===== src/rtl/bht_restore.sv =====
// BHT checkpoint restore engine.
// Streams a packed branch-history-table image from memory through a single
// dcache load port, one 64-bit word at a time, and replays each word into the
// BHT as 16 entries of {valid, counter[1:0]}.

package bht_restore_pkg;

    // Request bundle towards the dcache load port
    typedef struct packed {
        logic [11:0] address_index;
        logic [43:0] address_tag;
        logic [63:0] data_wdata;
        logic        data_req;
        logic        data_we;
        logic [7:0]  data_be;
        logic [1:0]  data_size;
        logic        kill_req;
        logic        tag_valid;
    } dcache_req_i_t;

    // Response bundle from the dcache load port
    typedef struct packed {
        logic        data_gnt;
        logic        data_rvalid;
        logic [63:0] data_rdata;
    } dcache_req_o_t;

endpackage

module bht_restore
    import bht_restore_pkg::*;
#(
    parameter  int unsigned NR_ENTRIES       = 1024,
    parameter  int unsigned ENTRIES_PER_WORD = 16,
    localparam int unsigned NR_WORDS         = NR_ENTRIES / ENTRIES_PER_WORD,
    localparam int unsigned WORD_W           = (NR_WORDS > 1) ? $clog2(NR_WORDS) : 1
) (
    input  logic                clk_i,
    input  logic                rst_ni,
    input  logic                start_i,
    input  logic                flush_i,
    input  logic [63:0]         base_addr_i,
    output dcache_req_i_t       dcache_req_o,
    input  dcache_req_o_t       dcache_rsp_i,
    output logic                restore_valid_o,
    output logic [WORD_W-1:0]   restore_word_o,
    output logic [47:0]         restore_data_o,
    output logic                busy_o,
    output logic                done_o
);

    typedef enum logic [2:0] {
        IDLE,
        REQ,
        TAG,
        WAIT,
        WRITE,
        DONE
    } state_e;

    state_e              state_q, state_d;
    logic [WORD_W-1:0]   counter_q;
    logic [60:0]         base_q;
    logic [47:0]         entries_q;
    logic [47:0]         entries_d;
    logic [60:0]         word_addr;
    logic [15:0]         unused_rdata_bits;
    logic                unused_ok;

    logic                load_start;
    logic                capture;
    logic                advance;

    // The word address wraps naturally inside 61 bits, giving mod 2^61 behaviour.
    assign word_addr = base_q + 61'(counter_q);

    // Upper address bits and per-entry spare bits carry no meaning here.
    assign unused_ok = ^{unused_rdata_bits, base_addr_i[2:0], word_addr[60:53]};

    // Compact the 4-bit memory slots into 3-bit BHT entries, dropping the spare bit.
    always_comb begin
        entries_d         = '0;
        unused_rdata_bits = '0;
        for (int k = 0; k < 16; k++) begin
            entries_d[3*k +: 3]  = dcache_rsp_i.data_rdata[4*k +: 3];
            unused_rdata_bits[k] = dcache_rsp_i.data_rdata[4*k+3];
        end
    end

    // State register plus the word counter, latched base and captured entries.
    always_ff @(posedge clk_i or negedge rst_ni) begin
        if (!rst_ni) begin
            state_q   <= IDLE;
            counter_q <= '0;
            base_q    <= '0;
            entries_q <= '0;
        end else begin
            state_q <= state_d;
            if (load_start) begin
                counter_q <= '0;
                base_q    <= base_addr_i[63:3];
            end else if (advance) begin
                counter_q <= counter_q + 1'b1;
            end
            if (capture) begin
                entries_q <= entries_d;
            end
        end
    end

    // Next-state and output decode; flush wins over every handshake in REQ..WRITE.
    always_comb begin
        state_d                    = state_q;
        load_start                 = 1'b0;
        capture                    = 1'b0;
        advance                    = 1'b0;
        restore_valid_o            = 1'b0;
        done_o                     = 1'b0;
        busy_o                     = (state_q != IDLE);
        dcache_req_o               = '0;
        dcache_req_o.data_be       = 8'hFF;
        dcache_req_o.data_size     = 2'b11;
        dcache_req_o.address_index = {word_addr[8:0], 3'b000};
        dcache_req_o.address_tag   = word_addr[52:9];

        unique case (state_q)
            IDLE: begin
                if (start_i) begin
                    load_start = 1'b1;
                    state_d    = REQ;
                end
            end
            REQ: begin
                if (flush_i) begin
                    dcache_req_o.kill_req = 1'b1;
                    state_d               = IDLE;
                end else begin
                    dcache_req_o.data_req = 1'b1;
                    if (dcache_rsp_i.data_gnt) begin
                        state_d = TAG;
                    end
                end
            end
            TAG: begin
                dcache_req_o.tag_valid = 1'b1;
                if (flush_i) begin
                    dcache_req_o.kill_req = 1'b1;
                    state_d               = IDLE;
                end else if (dcache_rsp_i.data_rvalid) begin
                    capture = 1'b1;
                    state_d = WRITE;
                end else begin
                    state_d = WAIT;
                end
            end
            WAIT: begin
                if (flush_i) begin
                    dcache_req_o.kill_req = 1'b1;
                    state_d               = IDLE;
                end else if (dcache_rsp_i.data_rvalid) begin
                    capture = 1'b1;
                    state_d = WRITE;
                end
            end
            WRITE: begin
                if (flush_i) begin
                    dcache_req_o.kill_req = 1'b1;
                    state_d               = IDLE;
                end else begin
                    restore_valid_o = 1'b1;
                    if (counter_q == WORD_W'(NR_WORDS - 1)) begin
                        state_d = DONE;
                    end else begin
                        advance = 1'b1;
                        state_d = REQ;
                    end
                end
            end
            DONE: begin
                done_o  = 1'b1;
                state_d = IDLE;
            end
            default: begin
                state_d = IDLE;
            end
        endcase
    end

    assign restore_word_o = counter_q;
    assign restore_data_o = entries_q;

endmodule


===== config.mk =====
export PLATFORM = sky130hd
export DESIGN_NAME = bht_restore
export DESIGN_NICKNAME = d
export VERILOG_FILES = /design/src/rtl/bht_restore.sv
export SDC_FILE = /design/constraint.sdc
export NUM_CORES = 1
export LEC_CHECK = 0
export ABC_AREA = 1
export CORE_MARGIN = 5
export CORE_UTILIZATION = 46
export CTS_BUF_LIST = sky130_fd_sc_hd__clkbuf_16
export DETAILED_ROUTE_END_ITERATION = 12
export GPL_ROUTABILITY_DRIVEN = 0
export HOLD_SLACK_MARGIN = 0.08
export PLACE_DENSITY = 0.92
export SYNTH_ARGS = -nofsm -noshare
export SYNTH_HDL_FRONTEND = slang
export SYNTH_SLANG_ARGS = --single-unit

===== constraint.sdc =====
create_clock -name clk_i -period 3.9 [get_ports clk_i]
set_clock_uncertainty 0.1 [all_clocks]
set_input_delay 1.17 -clock clk_i [delete_from_list [all_inputs] [get_ports clk_i]]
set_output_delay 1.17 -clock clk_i [all_outputs]
set_load 0.02 [all_outputs]

## Word-level counts from Yosys, hierarchy flattened

Cells that the tools add are included.

| word-level totals | value |
|---|---|
| register bits | 110 |
| output and inout bits | 191 |

| cells by class | value |
|---|---|
| mux-type cells | 27 |
| equality and inequality tests | 9 |
| reductions and logical operators | 6 |
| $add $sub $neg | 2 |

Operators with widths:

| kind | count |
|---|---|
| $add A53 B6 Y53 | 1 |
| $mux W3 | 9 |
| $mux W1 | 15 |
| $pmux W3 S5 | 1 |
| $mux W6 | 2 |
| $add A6 B1 Y6 const B | 1 |
| $eq A3 B2 Y1 const B | 2 |
| $eq A3 B3 Y1 const B | 2 |
| $eq A6 B6 Y1 const B | 1 |
| $ne A3 B3 Y1 const B | 2 |
| $reduce_or A4 Y1 | 1 |
| $eq A3 B1 Y1 const B | 1 |
| $logic_not A3 Y1 | 1 |
| $reduce_and A3 Y1 | 1 |
| $reduce_bool A3 Y1 | 1 |
| $ne A2 B2 Y1 const B | 1 |
| $reduce_bool A2 Y1 | 1 |
| $reduce_or A2 Y1 | 1 |

## Longest topological paths before layout

Gate-level depths: netlist (run 1).

| logic depth | value |
|---|---|
| depth after elaboration | 6 |
| gate-level depth with buffers | 11 |
| gate-level depth less buffers | 11 |

## Worst setup path after synthesis (run 1)

Ideal clock, no wire load.

| path | value |
|---|---|
| path type | register to output |
| from | register counter_q[0], in the netlist restore_word_o[0] |
| to | output port dcache_req_o[89] (netlist name) |
| stages on the path, launching flop included | 10 |
| setup slack | 588 ps |
| buffers on the path | 0 |
| data required time | 2630 ps |
| arrival | 2042 ps |
| cells stage by stage | dfrtp_1 > ha_1 > fa_1 > nand2_1 > nand3_1 > nand2_1 > inv_1 > nand2_1 > nand2_1 > xor2_1 |

RTL lines:

| what | RTL line | RTL |
|---|---|---|
| from (decl) | 62 | `logic [WORD_W-1:0] counter_q;` |
| from (signal assigned) | 103 | `counter_q <= counter_q + 1'b1;` |
| to (decl) | 43 | `output dcache_req_i_t dcache_req_o,` |

==> impl_metrics.env, run 1 <==
export IMPL_status="completed"
export IMPL_ys_seq_elements=110
export IMPL_ant_nets=0
export IMPL_viasPerCell=5.08
export IMPL_synth_top_family_by_area="simple AND/OR/NAND/NOR gates"
export IMPL_clkLatencyLatePin_ps=360
export IMPL_grt_pass1_vias=6640
export IMPL_powerDensity_nw_per_um2=686
export IMPL_cts_tree="done"
export IMPL_synth_top_area_cell="dfrtp_1"
export IMPL_synth_simple_area_share_pct=31.1
export IMPL_synth_ff_type="dfrtp_1"
export IMPL_rsz0062_at_grt="no"
export IMPL_setup_viol=0
export IMPL_hold_viol=0
export IMPL_period_share_pct=97.3
export IMPL_path_clk_slew_ps=70
export IMPL_cp_required_ps=2630
export IMPL_hold_class="flip-flop to flip-flop"
export IMPL_drcViolationCount=0
export IMPL_synth_mux_area_fraction_pct=8.76
export IMPL_synthDistinctLibCells=35
export IMPL_clkPwrFrac_pct=14.4
export IMPL_diodes=0
export IMPL_crit_type="flip-flop to output port"
export IMPL_p_switching_mw=2.90
export IMPL_cts_root_buf="clkbuf_16"
export IMPL_synthArstFlopShare_pct=100
export IMPL_wl_mm=22.1
export IMPL_synth_xor_area_share_pct=3.86
export IMPL_core_um2=15100
export IMPL_cp_end_kind="output port"
export IMPL_worst_pin_slew_ps=814
export IMPL_peakVddDrop_v=0.000429
export IMPL_fill_cells=1227
export IMPL_holdBufCountCts=0
export IMPL_final_nets=1275
export IMPL_finalSetupTns_ps=0
export IMPL_grt_ovfl_total=0
export IMPL_cts_buffers=9
export IMPL_area_growth_pct=34.3
export IMPL_io_pins=325
export IMPL_wire_per_inst_um=16.7
export IMPL_min_period_ps=3800
export IMPL_dr_first_iter_drc_count=678
export IMPL_cp_start_kind="flip-flop"
export IMPL_p_leak_nw=4.73
export IMPL_crit_arrival_ps=2530
export IMPL_syn_inst=907
export IMPL_yosysMostFrequentCell="nand2_1"
export IMPL_hold_ws_ps=387
export IMPL_vias=6731
export IMPL_synth_edff_count=0
export IMPL_dieArea_um2=17800
export IMPL_dr_pass1_iters=7
export IMPL_max_freq_mhz=264
export IMPL_syn_avg_cell_area_um2=7.75
export IMPL_synthesis_area_um2=7030
export IMPL_io_buffers=219
export IMPL_combPwrFrac_pct=51.5
export IMPL_clockBufferDepth=2
export IMPL_power_internal_mw=3.58
export IMPL_yosys_top_cells_count="nand2_1 (345), dfrtp_1 (110), nor2_1 (89)"
export IMPL_ctsHtreeMaxLevel=3
export IMPL_dp_hpwl_mm=17.4
export IMPL_switching_share_pct=44.8
export IMPL_die_y_um=134
export IMPL_power_frac_seq_pct=34.1
export IMPL_ys_seq_area_share_pct=39.2
export IMPL_slew_headroom_pct=45.7
export IMPL_synthTopCellsByArea="dfrtp_1 (39%), nand2_1 (18%), buf_4 (8.9%), nor2_1 (4.8%), mux2_2 (4.5%)"
export IMPL_die_w_um=134
export IMPL_synth_top_area_share_pct=39.2
export IMPL_synth_compound_area_share_pct=2.28
export IMPL_grtUsageTotal_pct=24.4
export IMPL_grt_max_degree=62
export IMPL_yosysWarnings=0
export IMPL_start_util_pct=46.6
export IMPL_drive_above_1_share_pct=10.3
export IMPL_antenna_found_initial=1
export IMPL_cap_violations=0
export IMPL_grt_pass1_wl_mm=34.5
export IMPL_cts_sinks=110
export IMPL_final_max_slew_viol_count=0
export IMPL_crit_fanout=6
export IMPL_num_rows=45
export IMPL_synth_adder_area_share_pct=1.53
==> cell type report <==
cell class	count	area, um2	area share [%]
sequential	110	2750	29.2
tap	188	235	2.49
multi-input combinational	718	3670	38.9
inverter	60	225	2.39
clock inverter	7	75.1	0.796
timing repair buffer	234	2250	23.9
clock buffer	9	225	2.39
==> routing by layer <==
| metal | track usage (%) | wire, um | vias to the layer above |
|---|---|---|---|
| met5 | 0 | 13 | - |
| met4 | 11.7 | 863 | 2 |
| met3 | 8.19 | 2540 | 73 |
| met2 | 41.3 | 10600 | 437 |
| met1 | 27.7 | 8120 | 3056 |
| li1 | - | - | 3163 |
==> logic make-up (layout without fill, tap and decap cells) <==
kind of cell / Yosys count / in the layout
and+or+nand+nor: 527 / 527
buffers and inverters: 155 / 310
DFF: 110 / 110
muxes: 48 / 48
xor gates and xnor gates: 31 / 31
AOI/OAI and AO/OA: 26 / 26
adders and majority gates: 8 / 8
other: 2 / 78
==> power groups by stage <==
stage / Sequential [mW] / Clock [mW] / Combinational (mW)
after floorplan: 2.35 / 0 / 1.72
after global placement: 2.17 / 0 / 3.44
after detailed placement: 2.19 / 0 / 3.51
after CTS: 2.19 / 0.948 / 3.37
after global routing: 2.27 / 0.987 / 3.59
final: 2.21 / 0.933 / 3.33
==> critical path, stage by stage, from the launching register on <==
cell and delay (ps):
dfrtp_1 390, ha_1 380, or2_2 330, nand3_1 110, nand2_1 150, nand2_1 90, nand2_1 70, xor2_1 250
dlygate4sd2_1 390
==> sequential cells by signal (all words and copies together) (netlist names) <==
name,flops
base_q,53
restore_data_o,48
restore_word_o,6
state_q,3
==> repair_timing <==
action	in CTS	in global routing
hold endpoints to repair	0	0
gates resized for setup	45	39
setup buffers	0	1
setup endpoints to repair	45	30
pin swaps	0	1
==> worst paths after layout <==
path	from	end	slack (ps)	cells after the start
worst max-delay path	restore_word_o[2]	dcache_req_o[90]	100	8
worst min-delay path	base_q[5]	base_q[5]	390	2
worst max register to register	state_q[0]	base_q[37]	2110	6
worst min register to register	base_q[5]	base_q[5]	390	2
max in group asynchronous	rst_ni	restore_data_o[4]	2160	2
min in group asynchronous	rst_ni	base_q[48]	780	1
==> layout by cell type (no fill, tap or decap), types with 2 or more instances in the layout <==
master / Yosys / final
inv_2: 2 / 2
clkbuf_2: 0 / 13
or2_2: 2 / 2
conb_1: 2 / 78
nor2_2: 3 / 4
o21ai_0: 18 / 18
clkdlybuf4s50_1: 0 / 168
buf_12: 0 / 3
nand2_2: 3 / 6
buf_4: 83 / 13
dlygate4sd2_1: 0 / 30
nor2_4: 2 / 2
mux2_2: 28 / 28
nor2_1: 89 / 88
dlymetal6s2s_1: 0 / 7
mux2_4: 20 / 20
nand4_1: 21 / 21
nand2_1: 345 / 342
xnor2_1: 14 / 14
inv_1: 58 / 58
inv_6: 0 / 2
xor2_1: 17 / 16
clkbuf_16: 0 / 9
and2_1: 2 / 2
nand3b_1: 13 / 13
ha_1: 7 / 5
clkinv_8: 0 / 2
nand3_1: 42 / 42
nand3_2: 2 / 2
nor3_1: 3 / 3
dfrtp_1: 110 / 110
==> per-stage QoR <==
step	util, %	setup WS [ps]	instance area, um2	cells	total power, mW
6_report	62.5	105	9440	1326	6.47
5_1_grt	62.5	10.4	9440	1326	6.85
4_1_cts	62.5	0.935	9430	1325	6.50
3_5_place_dp	60.8	37.5	9180	1309	5.70
3_3_place_gp	60.8	96.4	9180	1309	5.61
2_1_floorplan	-	588	7310	983	4.07
Note: power is estimated with default switching activity, not from simulation.
==> inputs of run 2 (changes only) <==
--- a/config.mk
+++ b/config.mk
@@ -7,12 +7,12 @@
 export LEC_CHECK = 0
 export ABC_AREA = 1
 export CORE_MARGIN = 5
-export CORE_UTILIZATION = 46
+export CORE_UTILIZATION = 25
 export CTS_BUF_LIST = sky130_fd_sc_hd__clkbuf_16
 export DETAILED_ROUTE_END_ITERATION = 12
 export GPL_ROUTABILITY_DRIVEN = 0
 export HOLD_SLACK_MARGIN = 0.08
-export PLACE_DENSITY = 0.92
+export PLACE_DENSITY = 0.57
 export SYNTH_ARGS = -nofsm -noshare
 export SYNTH_HDL_FRONTEND = slang
 export SYNTH_SLANG_ARGS = --single-unit
==> impl_metrics.env, run 2 (synthesis results as in run 1) <==
export IMPL_start_util_pct=25.3
export IMPL_status="completed"
export IMPL_hold_end="base_q[0]"
export IMPL_clkLatencyLatePin_ps=360
export IMPL_dieArea_um2=31600
export IMPL_cts_buffers=9
export IMPL_powerDensity_nw_per_um2=675
export IMPL_period_share_pct=98.2
export IMPL_grt_pass1_vias=6527
export IMPL_rsz0062_at_grt="yes"
export IMPL_cp_end_kind="output port"
export IMPL_cpMaxStageDelayCell="dfrtp_1"
export IMPL_hold_viol=0
export IMPL_max_freq_mhz=261
export IMPL_timing_rr_start="state_q[2]"
export IMPL_wl_mm=24.4
export IMPL_largest_register="base_q"
export IMPL_slowest_delay_ps=440
export IMPL_r2r_end="restore_data_o[42]"
export IMPL_hold_depth=2
export IMPL_final_cell_mix="nand2_1 (343), clkdlybuf4s50_1 (168), dfrtp_1 (110), nor2_1 (88), conb_1 (78)"
export IMPL_drcViolationCount=0
export IMPL_drive_above_1_share_pct=10.8
export IMPL_area_growth_pct=38.2
export IMPL_p_leak_nw=4.72
export IMPL_finalSetupTns_ps=0
export IMPL_final_common_cell="nand2_1"
export IMPL_worstHoldStart="base_q[0]"
export IMPL_fill_cells=2947
export IMPL_cap_violations=0
export IMPL_crit_type="flip-flop to output port"
export IMPL_grt_pass1_wl_mm=36.2
export IMPL_path_clk_slew_ps=80
export IMPL_wire_per_inst_um=16.0
export IMPL_dp_hpwl_mm=19.8
export IMPL_cts_root_buf="clkbuf_16"
export IMPL_worst_pin_slew_ps=691
export IMPL_cts_sinks=110
export IMPL_die_y_um=178
export IMPL_antenna_found_initial=9
export IMPL_min_period_ps=3830
export IMPL_num_rows=61
export IMPL_die_w_um=178
export IMPL_final_max_slew_viol_count=0
export IMPL_grt_max_degree=60
export IMPL_p_total_mw=6.55
export IMPL_hold_ws_ps=395
export IMPL_io_buffers=219
export IMPL_holdBufCountCts=0
export IMPL_crit_arrival_ps=2560
export IMPL_crit_chain="ha_1 > nand2_1 > nand2_1 > a21boi_0 > nand2_2 > nand2_1 > inv_1 > nand2_1 > nand2_1 > nand2_1 > dlygate4sd2_1"
export IMPL_viasPerCell=4.28
export IMPL_cp_start_kind="flip-flop"
export IMPL_vias=6519
export IMPL_crit_fanout=4
export IMPL_ant_nets=0
export IMPL_setup_viol=0
export IMPL_io_pins=325
export IMPL_cts_setup_buffers=0
export IMPL_grtUsageTotal_pct=15.0
export IMPL_grt_ovfl_total=0
export IMPL_hold_class="flip-flop to flip-flop"
export IMPL_critPathLaunch="restore_word_o[4]"
export IMPL_fin_util_pct=35.0
export IMPL_final_nets=1279
export IMPL_largest_reg_flops=53
export IMPL_cts_tree="done"
export IMPL_dr_pass1_iters=5
export IMPL_regArea_um2=2750
export IMPL_dr_first_iter_drc_count=281
export IMPL_cp_required_ps=2630
export IMPL_core_um2=27800
export IMPL_clockBufferDepth=2
export IMPL_slew_headroom_pct=53.9
export IMPL_r2r_slack_ps=1990
export IMPL_peakVddDrop_v=0.000335
export IMPL_worstRegToRegCells=4
export IMPL_path_common_cell="nand2_1"
export IMPL_ctsHtreeMaxLevel=3
export IMPL_multi_input_area_um2=3670
## run 2: changes by cell type in the layout (fill, tap and decap cells not counted), moves of 2 or more
cell,previous run,this run
ha_1,5,7
buf_4,13,18
clkdlybuf4s15_1,0,2
clkinv_8,2,0
dlymetal6s2s_1,7,3
diode_2,0,3
dlygate4sd2_1,30,28
## run 2: layout make-up
type	instances	share of cell area, %
Antenna cell	3	0.0773
Clock buffer	9	2.32
Clock inverter	7	0.889
Inverter	60	2.32
Multi-Input combinational cell	718	37.8
Sequential cell	110	28.3
Tap cell	378	4.87
Timing Repair Buffer	238	23.4
## run 2: repair_timing
item | CTS | global route
hold endpoints to repair | 0 | 0
cloned | 0 | 0
pin swaps | 0 | 0
gates resized for setup | 51 | 39
endpoints found under the setup margin | 46 | 32
## run 2: power by group
group	leakage [nW]	switching [mW]	internal, mW
Sequential	1.37	0.549	1.66
Combinational	3.20	1.87	1.46
Clock	0.151	0.493	0.516
Total	4.72	2.92	3.64
## run 2: routing by layer
layer / vias to the layer above / track usage [%] / wire length [um]
met5: - / 0 / 95
met4: 16 / 3.90 / 498
met3: 44 / 7.26 / 2880
met2: 287 / 24.8 / 11200
met1: 2994 / 17.5 / 9690
li1: 3178 / - / -
## run 2: worst max-delay path by stage
stage                                   end  slack (ps)  cells past startpoint
after floorplan            dcache_req_o[89]         590                      9
after global placement      restore_valid_o          90                      5
after detailed placement   dcache_req_o[82]          90                      9
after CTS                  dcache_req_o[81]         -10                      9
after global routing      dcache_req_o[133]         -60                      8
final                     dcache_req_o[112]          70                     11
## run 2: worst max-delay path: cells and delay by family (launching register included)
kind,cells,cell delay (ps)
and+or+nand+nor,7,710
DFF,1,440
adders and majority gates,1,380
buffers and inverters,2,430
AOI/OAI and AO/OA,1,230
## run 2: metrics by stage
stage	setup WS, ps	instances	instance area, um2
floorplan	588	983	7310
global placement	92.5	1504	9470
detailed placement	87.5	1504	9470
CTS	-13.0	1520	9730
global route	-58.0	1520	9700
finish	69.3	1523	9710
==> inputs of run 3 (changes only) <==
--- a/config.mk
+++ b/config.mk
@@ -6,13 +6,14 @@
 export NUM_CORES = 1
 export LEC_CHECK = 0
 export ABC_AREA = 1
+export CAP_MARGIN = 20
 export CORE_MARGIN = 5
 export CORE_UTILIZATION = 25
 export CTS_BUF_LIST = sky130_fd_sc_hd__clkbuf_16
 export DETAILED_ROUTE_END_ITERATION = 12
 export GPL_ROUTABILITY_DRIVEN = 0
 export HOLD_SLACK_MARGIN = 0.08
-export PLACE_DENSITY = 0.57
+export PLACE_DENSITY = 0.54
 export SYNTH_ARGS = -nofsm -noshare
 export SYNTH_HDL_FRONTEND = slang
 export SYNTH_SLANG_ARGS = --single-unit
==> impl_metrics.env, run 3 (synthesis results as in run 1) <==
export IMPL_drcViolationCount=0
export IMPL_clkLatencyLatePin_ps=360
export IMPL_cp_required_ps=2630
export IMPL_holdBufCountCts=0
export IMPL_status="completed"
export IMPL_path_clk_slew_ps=80
export IMPL_largest_register="base_q"
export IMPL_final_area_um2=9750
export IMPL_grt_max_degree=68
export IMPL_final_nets=1277
export IMPL_dp_hpwl_mm=19.4
export IMPL_critPathLaunch="restore_word_o[0]"
export IMPL_cp_start_kind="flip-flop"
export IMPL_fill_cells=2934
export IMPL_finalSetupTns_ps=0
export IMPL_wire_per_inst_um=15.8
export IMPL_cts_buffers=9
export IMPL_die_y_um=178
export IMPL_worst_pin_slew_ps=575
export IMPL_hold_viol=0
export IMPL_hold_class="flip-flop to flip-flop"
export IMPL_io_buffers=219
export IMPL_wl_mm=24.0
export IMPL_core_um2=27800
export IMPL_timing_final_ws_setup_ps=94.9
export IMPL_grtUsageTotal_pct=15.0
export IMPL_worstRegToRegCells=5
export IMPL_place_inst=1502
export IMPL_r2r_end="restore_data_o[44]"
export IMPL_grt_ovfl_total=0
export IMPL_start_util_pct=25.3
export IMPL_grt_pass1_vias=6445
export IMPL_cp_end_kind="output port"
export IMPL_dr_first_iter_drc_count=326
export IMPL_place_area_um2=9440
export IMPL_num_rows=61
export IMPL_drive_above_1_share_pct=11.2
export IMPL_powerDensity_nw_per_um2=676
export IMPL_dr_pass1_iters=5
export IMPL_cts_tree="done"
export IMPL_setup_viol=0
export IMPL_crit_fanout=4
export IMPL_slew_headroom_pct=61.7
export IMPL_antenna_found_initial=10
export IMPL_final_cell_mix="nand2_1 (340), clkdlybuf4s50_1 (167), dfrtp_1 (110), nor2_1 (88), conb_1 (78)"
export IMPL_cts_root_buf="clkbuf_16"
export IMPL_final_common_cell="nand2_1"
export IMPL_peakVddDrop_v=0.000294
export IMPL_min_period_ps=3810
export IMPL_ant_nets=0
export IMPL_grt_pass1_wl_mm=36.6
export IMPL_viasPerCell=4.21
export IMPL_p_total_mw=6.59
export IMPL_area_growth_pct=38.8
export IMPL_r2r_slack_ps=2030
export IMPL_largest_reg_flops=53
export IMPL_vias=6396
export IMPL_regArea_um2=2750
export IMPL_crit_type="flip-flop to output port"
export IMPL_p_leak_nw=4.71
export IMPL_pre_cts_ws_ps=58.7
export IMPL_instances_no_fill=1520
export IMPL_period_share_pct=97.6
export IMPL_dieArea_um2=31600
export IMPL_cap_violations=0
export IMPL_final_max_slew_viol_count=0
export IMPL_cts_sinks=110
export IMPL_timing_rr_start="state_q[1]"
export IMPL_max_freq_mhz=263
export IMPL_rsz0062_at_grt="no"
export IMPL_ctsHtreeMaxLevel=3
export IMPL_crit_end="dcache_req_o[95]"
export IMPL_crit_arrival_ps=2540
export IMPL_multi_input_area_um2=3710
export IMPL_io_pins=325
export IMPL_die_w_um=178
export IMPL_clockBufferDepth=2
## run 3: per-stage QoR
| step | hold slack, ps | utilization [%] |
|---|---|---|
| after global placement | 373 | 34.0 |
| final | 403 | 35.1 |
| after global routing | 421 | 35.1 |
| after floorplan | 353 | - |
| after detailed placement | 372 | 34.0 |
| after CTS | 392 | 35.0 |
## run 3: layer usage
metal,share of wire [%],up-vias,track usage [%]
met1,41,2927,18.0
met5,0.41,-,0
met4,1.1,18,3.71
met2,46,255,24.8
met3,11,34,6.73
li1,-,3162,-
## run 3: worst min path at each step
stage          slack [ps]        end  startpoint  depth (start not counted)
2_1_floorplan         350  base_q[0]   base_q[0]                          2
3_3_place_gp          370  base_q[5]   base_q[5]                          2
3_5_place_dp          370  base_q[5]   base_q[5]                          2
4_1_cts               390  base_q[5]   base_q[5]                          2
5_1_grt               420  base_q[0]   base_q[0]                          2
6_report              400  base_q[0]   base_q[0]                          2
## run 3: cell type report
cell class	count	area share, %
multi-input cells	718	38.1
flip-flops and latches	110	28.2
repair buffers	236	23.1
well taps	378	4.85
clock buffers	9	2.31
inverters	60	2.31
clock inverters	7	1.05
diodes	2	0.0513
## run 3: worst max-delay path, cell delays in order, from the launching register on
cell	delay [ps]
dfrtp_1	380
ha_1	250
fa_1	410
buf_4	170
nand3_1	70
nand2_1	210
nand2_1	170
xnor2_1	140
dlygate4sd2_1	360
## run 3: power breakdown
group	internal, mW	switching (mW)	leakage (nW)
sequential	1.66	0.545	1.37
clock	0.574	0.490	0.162
combinational	1.46	1.86	3.19
## run 3: timing repair
item                                    CTS  global route
resized for setup                        56            47
setup buffers                             0             0
cloned                                    0             0
endpoints found under the setup margin   48            35
